--- src/rtl/lifo_stack.sv ---
// Register-array LIFO used as the stack processor's data stack.
// Top of stack and peek reads are combinational from sp and mem; all reads are masked by count.
module lifo_stack #(
  parameter int WIDTH  = 8,
  parameter int ADDR_W = 4
) (
  input  logic              clk,
  input  logic              resetN,
  input  logic              push,
  input  logic              pop,
  input  logic [WIDTH-1:0]  data_in,
  output logic [WIDTH-1:0]  data_out,
  output logic              full,
  output logic              empty,
  output logic [ADDR_W:0]   count,
  output logic              overflow,
  output logic              underflow,
  input  logic              err_clr,
  input  logic [ADDR_W-1:0] peek_idx,
  output logic [WIDTH-1:0]  peek_data,
  output logic [ADDR_W:0]   max_count
);

  localparam int DEPTH = 2 ** ADDR_W;

  logic [WIDTH-1:0]  mem [DEPTH];
  logic [ADDR_W:0]   sp;
  logic [ADDR_W:0]   sp_next;
  logic [ADDR_W-1:0] top_idx;
  logic [ADDR_W-1:0] peek_pos;
  logic [ADDR_W-1:0] wr_addr;
  logic              wr_en;
  logic              ov_set;
  logic              un_set;

  assign count   = sp;
  assign empty   = (sp == '0);
  assign full    = (sp == (ADDR_W+1)'(DEPTH));
  // Low bits wrap to DEPTH-1 when sp == DEPTH, which is the correct top slot.
  assign top_idx  = sp[ADDR_W-1:0] - ADDR_W'(1);
  assign peek_pos = top_idx - peek_idx;

  assign data_out  = empty ? '0 : mem[top_idx];
  assign peek_data = ({1'b0, peek_idx} < sp) ? mem[peek_pos] : '0;

  always_comb begin
    sp_next = sp;
    wr_en   = 1'b0;
    wr_addr = sp[ADDR_W-1:0];
    ov_set  = 1'b0;
    un_set  = 1'b0;
    if (push && pop) begin
      wr_en = 1'b1;
      if (empty) begin
        sp_next = sp + (ADDR_W+1)'(1);
        un_set  = 1'b1;
      end else begin
        wr_addr = top_idx;
      end
    end else if (push) begin
      if (full) begin
        ov_set = 1'b1;
      end else begin
        wr_en   = 1'b1;
        sp_next = sp + (ADDR_W+1)'(1);
      end
    end else if (pop) begin
      if (empty) un_set = 1'b1;
      else       sp_next = sp - (ADDR_W+1)'(1);
    end
  end

  always_ff @(posedge clk) begin
    if (wr_en && resetN) mem[wr_addr] <= data_in;
  end

  always_ff @(posedge clk) begin
    if (!resetN) begin
      sp        <= '0;
      overflow  <= 1'b0;
      underflow <= 1'b0;
      max_count <= '0;
    end else begin
      sp        <= sp_next;
      overflow  <= ov_set | (overflow  & ~err_clr);
      underflow <= un_set | (underflow & ~err_clr);
      if (sp_next > max_count) max_count <= sp_next;
    end
  end

endmodule
--- config.mk ---
export PLATFORM = sky130hd
export DESIGN_NAME = lifo_stack
export DESIGN_NICKNAME = d
export VERILOG_FILES = /design/src/rtl/lifo_stack.sv
export SDC_FILE = /design/constraint.sdc
export NUM_CORES = 1
export LEC_CHECK = 0
export BUFFER_PORTS_ARGS = -buffer_cell sky130_fd_sc_hd__buf_2
export CAP_MARGIN = 30
export CORE_MARGIN = 1
export CORE_UTILIZATION = 40
export CTS_BUF_LIST = sky130_fd_sc_hd__clkbuf_2 sky130_fd_sc_hd__clkbuf_4 sky130_fd_sc_hd__clkbuf_8
export CTS_CLUSTER_DIAMETER = 100
export CTS_CLUSTER_SIZE = 40
export DETAILED_ROUTE_END_ITERATION = 8
export PLACE_DENSITY = 0.64
export SLEW_MARGIN = 20
export SYNTH_ARGS = -nofsm -noshare
export SYNTH_HDL_FRONTEND = slang
export SYNTH_SLANG_ARGS = --single-unit
--- constraint.sdc ---
create_clock -name clk -period 6.59 [get_ports clk]
set_input_delay 0 -clock clk [delete_from_list [all_inputs] [get_ports clk]]
set_output_delay 0 -clock clk [all_outputs]
set_load 0.02 [all_outputs]
; After elaboration in Yosys (flattened, before gate mapping)
; Memory sizes are Yosys's and may differ from the RTL's.
; Cells that the tools add are included.
[totals]
register_bits = 12
mem_bits_rw = 128
input_bits = 17
elab_cells = 42
mem_count = 1
[op_classes]
addsub = 4
n_lt_le_gt_ge = 2
n_eq_ne = 1
mux = 22
bitwise_logic = 5
reduce_logical = 3
[memory_table]
columns = memory, words, word_bits, read_ports, rd_ports_with_merged_regs, wr, line_no
row1 = mem, 16, 8, 2, 0, 1, 26  ; logic [WIDTH-1:0] mem [DEPTH];
[op_table]
columns = operator, count
row1 = $mux W5, 6
row2 = $mux W8, 2
row3 = $mux W1, 12
row4 = $mux W4, 2
row5 = $add A5 B1 Y5 const B, 1
row6 = $eq A5 B5 Y1 const B, 1
row7 = $gt A5 B5 Y1, 1
row8 = $logic_not A5 Y1, 1
row9 = $lt A4 B5 Y1, 1
row10 = $sub A5 B1 Y5 const B, 1
row11 = $sub A4 B1 Y4 const B, 1
row12 = $sub A4 B4 Y4, 1
row13 = $and A1 B1 Y1, 2
row14 = $logic_and A1 B1 Y1, 2
row15 = $or A1 B1 Y1, 2
row16 = $not A1 Y1, 1

; Longest topological paths before layout
; Gate-level depths: netlist of run 1.
[depth]
word_depth = 7
depth_mapped = 16
depth_no_buf = 13

; Least setup slack after synthesis of run 1
; Ideal clock, no wire load.
[synth_path]
path_kind = reg2out
start = register sp[0], in the netlist count[0]
end = output port peek_data[5]
arrival_time_ns = 4.113
t_required_ns = 6.590
setup_slack_ns = 2.477
path_stages_with_launch = 14
n_path_buf = 6
cell_sequence = dfxtp_1 -> buf_6 -> clkbuf_1 -> clkinv_1 -> ha_1 -> buf_2 -> xor2_1 -> buf_2 -> ha_1 -> xor2_1 -> clkbuf_1 -> buf_2 -> mux2i_1 -> a211oi_1
[synth_between]
elab_chain_len = 4
word_cells_on_any_way = 5
[synth_rtl]
columns = item, line_no
row1 = start: declaration, 27  ; logic [ADDR_W:0] sp;
row2 = start signal: assignment, 84  ; sp <= sp_next;
row3 = $sub A4 B1 Y4, 40  ; assign top_idx = sp[ADDR_W-1:0] - ADDR_W'(1);
row4 = $sub A4 B4 Y4, 41  ; assign peek_pos = top_idx - peek_idx;
row5 = $mem_v2 Z16 W8, -
row6 = $mux W8 (*), 44  ; assign peek_data = ({1'b0, peek_idx} < sp) ? mem[peek_pos] : '0;
row7 = end: declaration, 20  ; output logic [WIDTH-1:0] peek_data,
; Every way passes the cells marked *; elsewhere a longest branch is shown, timed or not.

; Worst setup path in the final report of run 1
[layout_path]
start = register sp[0], in the netlist count[0]
end = output port peek_data[3]
; The elaborated chain is that of the path after synthesis.

==> impl_metrics.json, run 1 <==
{
  "hold_end": "count[2]$_SDFF_PN0_",
  "die_area_um2": 18800,
  "worstMarginPinSlew_ns": 0.9713,
  "netlist_instances": 500,
  "postRouteAntennaNets": 0,
  "p_leak_uw": 0.002954,
  "nNetsFinal": 596,
  "setup_tns_ns": 0,
  "setup_ws_ns": 1.928,
  "path_class": "reg -> out",
  "final_area_um2": 8387,
  "syn_to_final_growth_pct": 14.88,
  "r2r_end": "max_count[4]$_SDFFE_PN0N_",
  "first_pass_iters": 5,
  "regArea_um2": 4085,
  "cp-start-kind": "flip-flop",
  "synthTopCellsByArea": "edfxtp_1 53%, mux4_2 15%, mux2i_1 6.0%, dfxtp_1 3.3%, ha_1 2.4%",
  "postSynth.asyncResetShare_pct": 0,
  "gp_congestion": 0.8144,
  "grt_pass1_vias": 4762,
  "drt_wl_total_mm": 17.69,
  "cts-root-buf": "clkbuf_8",
  "drc": 0,
  "hpwl_mm": 11.88,
  "cp.arrival_ns": 4.66,
  "slowest_delay_ns": 0.63,
  "hold_viol": 0,
  "cts_resized": 0,
  "synth_top_area_share_pct": 52.65,
  "status": "complete, no violations",
  "drt_iter0_drc": 493,
  "drv_cap": 0,
  "synth_top_cell_by_area": "edfxtp_1",
  "antenna_found_initial": 0,
  "finalSetupViolations": 0,
  "path_clk_slew_ns": 0.09,
  "nFillCells": 1550,
  "grtUsageTotal_pct": 20.00,
  "rows": 49,
  "yosys_most_used_dff": "edfxtp_1",
  "cp.required_ns": 6.59,
  "cts.sinks": 140,
  "period_needed_ns": 4.662,
  "critPathMostFrequentCell": "a211oi_1",
  "finalCritPeriodShare_pct": 70.75,
  "die_width_um": 137.1,
  "crit_chain": "buf_16 -> clkinv_1 -> ha_1 -> xor2_4 -> buf_4 -> ha_1 -> and3b_1 -> a211oi_1 -> xnor3_2 -> a211oi_1 -> a211oi_1 -> buf_2",
  "reg2reg_depth": 13,
  "numCtsBuffers": 17,
  "synth_edf_count": 128,
  "crit_slowest_cell": "dfxtp_2",
  "drive_gt1_share_pct": 27.90,
  "cts_setup_buffers": 0,
  "diodes": 0,
  "avgSynthCellArea_um2": 14.60,
  "reg2reg_from": "count[0]$_SDFF_PN0_",
  "cp_max_fo": 41,
  "ys_seq_elements": 140,
  "p_per_area_nw_per_um2": 475.0,
  "end_kind": "output port",
  "syn-num-nets": 532,
  "cts.htree.levels": 4,
  "regToRegSetupSlack_ns": 2.57,
  "post-route-util_pct": 46.85,
  "cts_tree": "built",
  "grt_first_pass_wirelength_mm": 26.96,
  "globalRouteMet3Util_pct": 4.296,
  "grt_use_met2_pct": 32.63,
  "skew_ns": 0.01149,
  "synth_cell_types": 55,
  "ioPinCount": 47,
  "ys_warn_count": 0,
  "vias": 4728,
  "fp.coreArea_um2": 17900,
  "slew_headroom_pct": 35.01,
  "worstSkewPairLatency_ns": 0.45,
  "drv_slew": 0,
  "grt_busiest_layer": "met2",
  "cts_hold_buffers": 11,
  "dp_slack_ns": 2.008,
  "port-buffer-count": 46,
  "wire_per_inst_um": 21.94,
  "hp-class": "in -> reg",
  "via_per_inst": 5.866,
  "hold_start": "push",
  "synth_area_um2": 7301,
  "grt_max_degree": 42,
  "clk_path_buf_depth": 2,
  "multi_input_area_um2": 3035,
  "grt-ovfl-total": 0,
  "rsz0062_at_grt": "no",
  "ys_seq_area_share_pct": 55.94,
  "clock.fmax_ghz": 0.2145,
  "grt_util_met1_pct": 26.89,
  "dpl-instance-area_um2": 7787,
  "die_h_um": 137.1,
  "hold_depth": 3,
  "initial_core_util_pct": 40.78,
  "ir_worst_vdd_v": 0.0003236,
  "holdWs_ns": 0.1485
}
## critical path, delay by kind of cell, from the launching register on
kind | cells | cell delay, ns
buffers and inverters | 4 | 1.27
DFF | 1 | 0.63
AOI/OAI and AO/OA | 3 | 0.68
xor gates and xnor gates | 2 | 0.59
and+or+nand+nor | 1 | 0.18
adders and majority gates | 2 | 0.84
## report_power, final
group / internal (uW) / switching, uW
Sequential: 1010 / 50.6
Combinational: 914 / 1280
Clock: 352 / 373
Total: 2280 / 1710
## worst max-delay path by stage
stage | from | end | cells after the start
2_1_floorplan | count[0]$_SDFF_PN0_ | peek_data[5] | 13
5_1_grt | count[0]$_SDFF_PN0_ | peek_data[3] | 12
6_report | count[0]$_SDFF_PN0_ | peek_data[3] | 12
3_3_place_gp | count[0]$_SDFF_PN0_ | max_count[4]$_SDFFE_PN0N_ | 13
3_5_place_dp | count[0]$_SDFF_PN0_ | peek_data[0] | 11
4_1_cts | count[0]$_SDFF_PN0_ | peek_data[0] | 11
## layout make-up
| class | count | area share [%] |
|---|---|---|
| Clock buffer | 17 | 2.790 |
| Tap cell | 229 | 3.416 |
| Timing Repair Buffer | 74 | 5.908 |
| Clock inverter | 15 | 2.178 |
| Sequential cell | 140 | 48.71 |
| Inverter | 18 | 0.8056 |
| Multi-Input combinational cell | 313 | 36.19 |
## cells by family (layout without fill, tap and decap cells)
kind of cell | count (synthesis) | after routing | share of synthesized area (%)
AND/OR/NAND/NOR | 99 | 99 | 7.061
XOR/XNOR | 7 | 7 | 1.148
multiplexers | 101 | 101 | 22.23
buffers and inverters | 47 | 124 | 2.879
flip-flops | 140 | 140 | 55.94
adder cells (fa/ha/maj) | 15 | 15 | 2.674
AO/OA/AOI/OAI | 91 | 91 | 8.072
## cells in the mapped netlist (9+ instances only)
library cell	instances
nor2_1	36
nand2_1	11
clkbuf_1	13
o21ai_0	15
buf_2	12
nor2b_1	18
mux2_2	9
mux4_2	48
o22ai_1	16
ha_1	14
a211oi_1	19
mux2i_1	44
dfxtp_1	12
a21oi_1	19
edfxtp_1	128
nand3_1	9
inv_1	16
## metal layers
metal	vias to the layer above	routed length, um
met1	2375	7480
met3	20	1501
met4	0	254
li1	2124	-
met2	209	8450
met5	-	0
## layout by cell type, fill, tap and decap left out, types with 3 or more instances in the layout
| cell | instances |
|---|---|
| edfxtp_1 | 128 |
| mux4_2 | 48 |
| buf_2 | 46 |
| mux2i_1 | 44 |
| nor2_1 | 36 |
| a21oi_1 | 19 |
| a211oi_1 | 19 |
| nor2b_1 | 18 |
| clkbuf_8 | 17 |
| inv_1 | 16 |
| o22ai_1 | 16 |
| o21ai_0 | 15 |
| buf_4 | 15 |
| ha_1 | 13 |
| nand2_1 | 11 |
| dfxtp_1 | 11 |
| dlygate4sd3_1 | 11 |
| nand3_1 | 9 |
| mux2_2 | 9 |
| nor3_1 | 5 |
| clkinvlp_4 | 4 |
| inv_8 | 4 |
| o31a_1 | 3 |
| o211ai_1 | 3 |
| nand4_1 | 3 |
| o31ai_1 | 3 |
| inv_6 | 3 |
## metrics by stage
step                instances  power [uW]
floorplan                 500        2682
global placement          750        3193
detailed placement        756        3240
CTS                       799        3960
global route              806        4196
finish                    806        3984
## sequential cells by signal (all words and copies together) (netlist names)
signal	count
max_count	5
overflow	1
underflow	1
count	5
mem	128
Power figures use the tool's default switching activity.
==> run 2, diff against run 1 <==
--- a/config.mk
+++ b/config.mk
@@ -13,7 +13,7 @@
 export CTS_CLUSTER_DIAMETER = 100
 export CTS_CLUSTER_SIZE = 40
 export DETAILED_ROUTE_END_ITERATION = 8
-export PLACE_DENSITY = 0.64
+export PLACE_DENSITY = 0.66
 export SLEW_MARGIN = 20
 export SYNTH_ARGS = -nofsm -noshare
 export SYNTH_HDL_FRONTEND = slang
==> constraint.sdc (replaced) <==
create_clock -name clk -period 3.9 [get_ports clk]
set_input_delay 0 -clock clk [delete_from_list [all_inputs] [get_ports clk]]
set_output_delay 0 -clock clk [all_outputs]
set_load 0.02 [all_outputs]
==> run 2 against run 1 <==
Effect of this change: largest power group unchanged; cell count up 1.1%; highest routed layer unchanged; critical path type unchanged; worst hold slack worse by 0.029 ns; non-clock buffer count up 10.
==> impl_metrics.json, run 2 (synthesis gave the netlist of run 1 again) <==
{
  "status": "complete, no violations",
  "cts.htree.levels": 4,
  "initial_core_util_pct": 40.78,
  "path_class": "reg -> out",
  "ir_worst_vdd_v": 0.0005213,
  "nFillCells": 1555,
  "final_common_cell": "edfxtp_1",
  "finalSetupViolations": 0,
  "grt_first_pass_wirelength_mm": 27.98,
  "drv_slew": 0,
  "cp.required_ns": 3.90,
  "final_cell_mix": "128 x edfxtp_1, 48 x mux4_2, 46 x buf_2",
  "nNetsFinal": 606,
  "p_per_area_nw_per_um2": 812.6,
  "rows": 49,
  "worstSkewPairLatency_ns": 0.45,
  "grt-ovfl-total": 0,
  "grtUsageTotal_pct": 20.77,
  "syn_to_final_growth_pct": 16.18,
  "skew_ns": 0.01515,
  "ioPinCount": 47,
  "holdWs_ns": 0.1191,
  "cp_max_fo": 32,
  "antenna_found_initial": 0,
  "via_per_inst": 5.854,
  "numCtsBuffers": 17,
  "drt_iter0_drc": 353,
  "die_h_um": 137.1,
  "path_clk_slew_ns": 0.08,
  "diodes": 0,
  "die_area_um2": 18800,
  "hold_viol": 0,
  "gp_congestion": 0.8591,
  "grt_pass1_vias": 4933,
  "hpwl_mm": 11.88,
  "cts-root-buf": "clkbuf_8",
  "grt_max_degree": 41,
  "clk_path_buf_depth": 2,
  "rsz0062_at_grt": "no",
  "cts_tree": "built",
  "drt_wl_total_mm": 17.99,
  "setup_tns_ns": 0,
  "clock.fmax_ghz": 0.2657,
  "drive_gt1_share_pct": 30.20,
  "die_width_um": 137.1,
  "drv_cap": 0,
  "top_register": "mem",
  "period_needed_ns": 3.764,
  "end_kind": "output port",
  "cts.sinks": 140,
  "worstMarginPinSlew_ns": 0.8027,
  "largest_register_ffs": 128,
  "cts_resized": 0,
  "cp.arrival_ns": 3.76,
  "first_pass_iters": 5,
  "cp-start-kind": "flip-flop",
  "finalCritPeriodShare_pct": 96.51,
  "vias": 4771,
  "drc": 0,
  "slew_headroom_pct": 46.41,
  "wire_per_inst_um": 22.07,
  "hp-class": "in -> reg",
  "fp.coreArea_um2": 17900,
  "p_leak_uw": 0.003006,
  "port-buffer-count": 46,
  "postRouteAntennaNets": 0
}
[run 2: path summary, 6_finish.rpt]
check / slack [ns] / to / cells past startpoint / from
max: 0.14 / peek_data[5] / 10 / count[1]$_SDFF_PN0_
min: 0.12 / overflow$_SDFF_PN0_ / 4 / pop
max reg2reg: 0.31 / max_count[4]$_SDFFE_PN0N_ / 12 / count[1]$_SDFF_PN0_
min reg2reg: 0.51 / max_count[2]$_SDFFE_PN0N_ / 2 / max_count[2]$_SDFFE_PN0N_
[run 2: power by group]
part	switching [uW]	internal, uW
Combinational	2320	1640
Sequential	53.2	1710
Clock	591	577
Total	2960	3930
[run 2: per-layer routing]
metal / track usage, % / up-vias / share of wire, %
met5: 0 / - / 0
met4: 5.556 / 0 / 1.0
met3: 3.778 / 12 / 5.8
met2: 35.41 / 164 / 50
met1: 27.17 / 2452 / 44
li1: - / 2143 / -
[run 2: what timing repair did]
item	in CTS	in global routing
endpoints found under the hold margin	138	0
hold buffers	12	0
endpoints found under the setup margin	0	0
setup buffers	0	0
[run 2: cell type report]
cell class | count | area, um2 | area share, %
clock buffer | 17 | 234.0 | 2.759
clock inverter | 14 | 158.9 | 1.873
inverter | 18 | 67.56 | 0.7966
multi-input combinational | 313 | 3075 | 36.26
sequential | 140 | 4085 | 48.16
tap | 229 | 286.5 | 3.378
timing repair buffer | 84 | 574.3 | 6.771
[run 2: critical path, stage by stage, from the launching register on]
cell and delay (ns):
dfxtp_1 0.59, inv_1 0.17, ha_1 0.34, buf_4 0.19, fa_1 0.55, buf_12 0.24, mux4_2 0.32, nor2b_1 0.14
a211oi_1 0.46, a211oi_2 0.11, buf_2 0.19
[run 2: stage by stage]
stage          cell area [um2]  setup slack, ns  util (%)  total power, uW  cells
2_1_floorplan             7342           0.1116         -             4640    500
5_1_grt                   8482          0.04187     47.38             7252    815
3_5_place_dp              7958           0.4084     44.45             5711    771
6_report                  8482           0.1361     47.38             6893    815
3_3_place_gp              7950           0.5664     44.41             5651    770
4_1_cts                   8471           0.1706     47.32             6907    814
==> run 3, diff against run 2 <==
--- a/config.mk
+++ b/config.mk
@@ -8,12 +8,12 @@
 export BUFFER_PORTS_ARGS = -buffer_cell sky130_fd_sc_hd__buf_2
 export CAP_MARGIN = 30
 export CORE_MARGIN = 1
-export CORE_UTILIZATION = 40
+export CORE_UTILIZATION = 50
 export CTS_BUF_LIST = sky130_fd_sc_hd__clkbuf_2 sky130_fd_sc_hd__clkbuf_4 sky130_fd_sc_hd__clkbuf_8
 export CTS_CLUSTER_DIAMETER = 100
 export CTS_CLUSTER_SIZE = 40
 export DETAILED_ROUTE_END_ITERATION = 8
-export PLACE_DENSITY = 0.66
+export PLACE_DENSITY = 0.77
 export SLEW_MARGIN = 20
 export SYNTH_ARGS = -nofsm -noshare
 export SYNTH_HDL_FRONTEND = slang
==> run 3 against run 2 <==
Effect of this change: design area shrank 0.47%; sequential share of layout area grew 0.26 points; register-to-register slack gained 0.06 ns; clock power shrank 12%; clock skew shrank 0.0080 ns; flip-flop and latch count is the same; critical endpoint is now peek_data[4].
==> impl_metrics.json, run 3 (synthesis gave the netlist of run 1 again) <==
{
  "status": "complete, no violations",
  "clock.fmax_ghz": 0.2652,
  "grt_first_pass_wirelength_mm": 26.23,
  "drt_wl_total_mm": 17.42,
  "cts.htree.levels": 4,
  "path_class": "reg -> out",
  "setup_tns_ns": 0,
  "crit_chain": "clkinvlp_4 -> ha_1 -> buf_6 -> inv_1 -> ha_1 -> and3b_1 -> a211oi_2 -> xnor3_4 -> buf_4 -> a211oi_2 -> buf_2",
  "hold_end": "overflow$_SDFF_PN0_",
  "r2r_end": "max_count[4]$_SDFFE_PN0N_",
  "setup_ws_ns": 0.1286,
  "drv_cap": 0,
  "cp.arrival_ns": 3.77,
  "syn_to_final_growth_pct": 15.63,
  "critPathLaunch": "count[0]$_SDFF_PN0_",
  "drc": 0,
  "ioPinCount": 47,
  "final_common_cell": "edfxtp_1",
  "nNetsFinal": 613,
  "p_leak_uw": 0.003020,
  "nFillCells": 1042,
  "fp.coreArea_um2": 14040,
  "ir_worst_vdd_v": 0.0007616,
  "diodes": 0,
  "dp_slack_ns": 0.1781,
  "port-buffer-count": 46,
  "hold_viol": 0,
  "reg2reg_depth": 12,
  "wire_per_inst_um": 22.60,
  "vias": 4911,
  "die_area_um2": 15090,
  "grtUsageTotal_pct": 24.64,
  "hold_depth": 4,
  "period_needed_ns": 3.771,
  "clk_path_buf_depth": 2,
  "finalSetupViolations": 0,
  "final_cell_mix": "128 x edfxtp_1, 48 x mux4_2, 46 x buf_2",
  "drt_iter0_drc": 513,
  "cts-root-buf": "clkbuf_8",
  "cts.sinks": 140,
  "drive_gt1_share_pct": 31.30,
  "dpl-instance-area_um2": 7869,
  "holdWs_ns": 0.1179,
  "cp_max_fo": 24,
  "reg2reg_from": "count[0]$_SDFF_PN0_",
  "rows": 43,
  "worstSkewPairLatency_ns": 0.45,
  "worstMarginPinSlew_ns": 0.9985,
  "cts_tree": "built",
  "gp_congestion": 0.9341,
  "top_register": "mem",
  "skew_ns": 0.007123,
  "slowest_delay_ns": 0.49,
  "die_h_um": 122.8,
  "largest_register_ffs": 128,
  "regToRegSetupSlack_ns": 0.37,
  "finalCritPeriodShare_pct": 96.70,
  "drv_slew": 0,
  "path_clk_slew_ns": 0.08,
  "hp-class": "in -> reg",
  "via_per_inst": 6.370,
  "grt_pass1_vias": 4763,
  "cp-start-kind": "flip-flop",
  "grt-ovfl-total": 0,
  "end_kind": "output port",
  "grt_max_degree": 41,
  "slew_headroom_pct": 33.11,
  "rsz0062_at_grt": "no",
  "die_width_um": 122.8,
  "cp.required_ns": 3.90,
  "antenna_found_initial": 0,
  "final_area_um2": 8442,
  "hold_start": "pop",
  "initial_core_util_pct": 51.99,
  "numCtsBuffers": 17,
  "first_pass_iters": 5,
  "crit_slowest_cell": "xnor3_4",
  "hpwl_mm": 11.29,
  "postRouteAntennaNets": 0,
  "p_per_area_nw_per_um2": 821.6
}
-- run 3: changes by cell type in the layout (fill, tap and decap cells not counted), moves of 2 or more --
cell,change
a211oi_2,+2
buf_4,+8
a211oi_1,-2
clkinv_1,+2
inv_8,-2
-- run 3: how the worst max path moves through the flow --
stage,to,depth (start not counted),slack (ns)
after global routing,peek_data[3],11,0.0006
after global placement,max_count[4]$_SDFFE_PN0N_,12,0.33
after detailed placement,max_count[4]$_SDFFE_PN0N_,12,0.18
final,peek_data[4],11,0.13
after floorplan,peek_data[5],13,0.11
after CTS,peek_data[5],11,0.007
-- run 3: layout make-up --
cell class / instances / area, um2 / share of cell area [%]
timing repair buffer: 90 / 604.3 / 7.159
multi-input combinational: 314 / 3118 / 36.93
tap: 180 / 225.2 / 2.668
clock inverter: 12 / 101.3 / 1.201
inverter: 18 / 71.32 / 0.8448
clock buffer: 17 / 234.0 / 2.772
sequential: 140 / 4088 / 48.42
-- run 3: metrics by stage --
step	total power, uW	utilization [%]	cells
after floorplan	4640	-	500
after global placement	5522	55.98	719
after detailed placement	5599	56.04	720
after CTS	6639	59.23	760
after global routing	7264	60.12	771
final	6936	60.12	771
-- run 3: per-layer routing --
| metal | vias to the layer above | GRT usage (%) | routed length [um] |
|---|---|---|---|
| li1 | 2158 | - | - |
| met1 | 2476 | 32.01 | 6997 |
| met2 | 252 | 40.24 | 8685 |
| met3 | 25 | 6.366 | 1469 |
| met4 | 0 | 8.460 | 267 |
| met5 | - | 0 | 0 |
-- run 3: repair_timing --
| item | in CTS | in global routing |
|---|---|---|
| pin swaps | 0 | 1 |
| hold endpoints to repair | 140 | 0 |
| buffers inserted | 0 | 9 |
| hold buffers | 11 | 0 |
| cloned | 0 | 1 |
| resized for setup | 1 | 7 |
| setup endpoints to repair | 6 | 13 |
-- run 3: report_power, final --
part	internal [uW]	switching, uW
sequential	1710	53.1
combinational	1780	2350
clock	488	547
total	3980	2950
-- run 3: critical path, delay by kind of cell, from the launching register on --
family / cells / cell delay, ns
and+or+nand+nor: 1 / 0.19
AOI/OAI and AO/OA: 2 / 0.54
buffers and inverters: 5 / 0.98
xor gates and xnor gates: 1 / 0.49
adders and majority gates: 2 / 0.67
DFF: 1 / 0.43
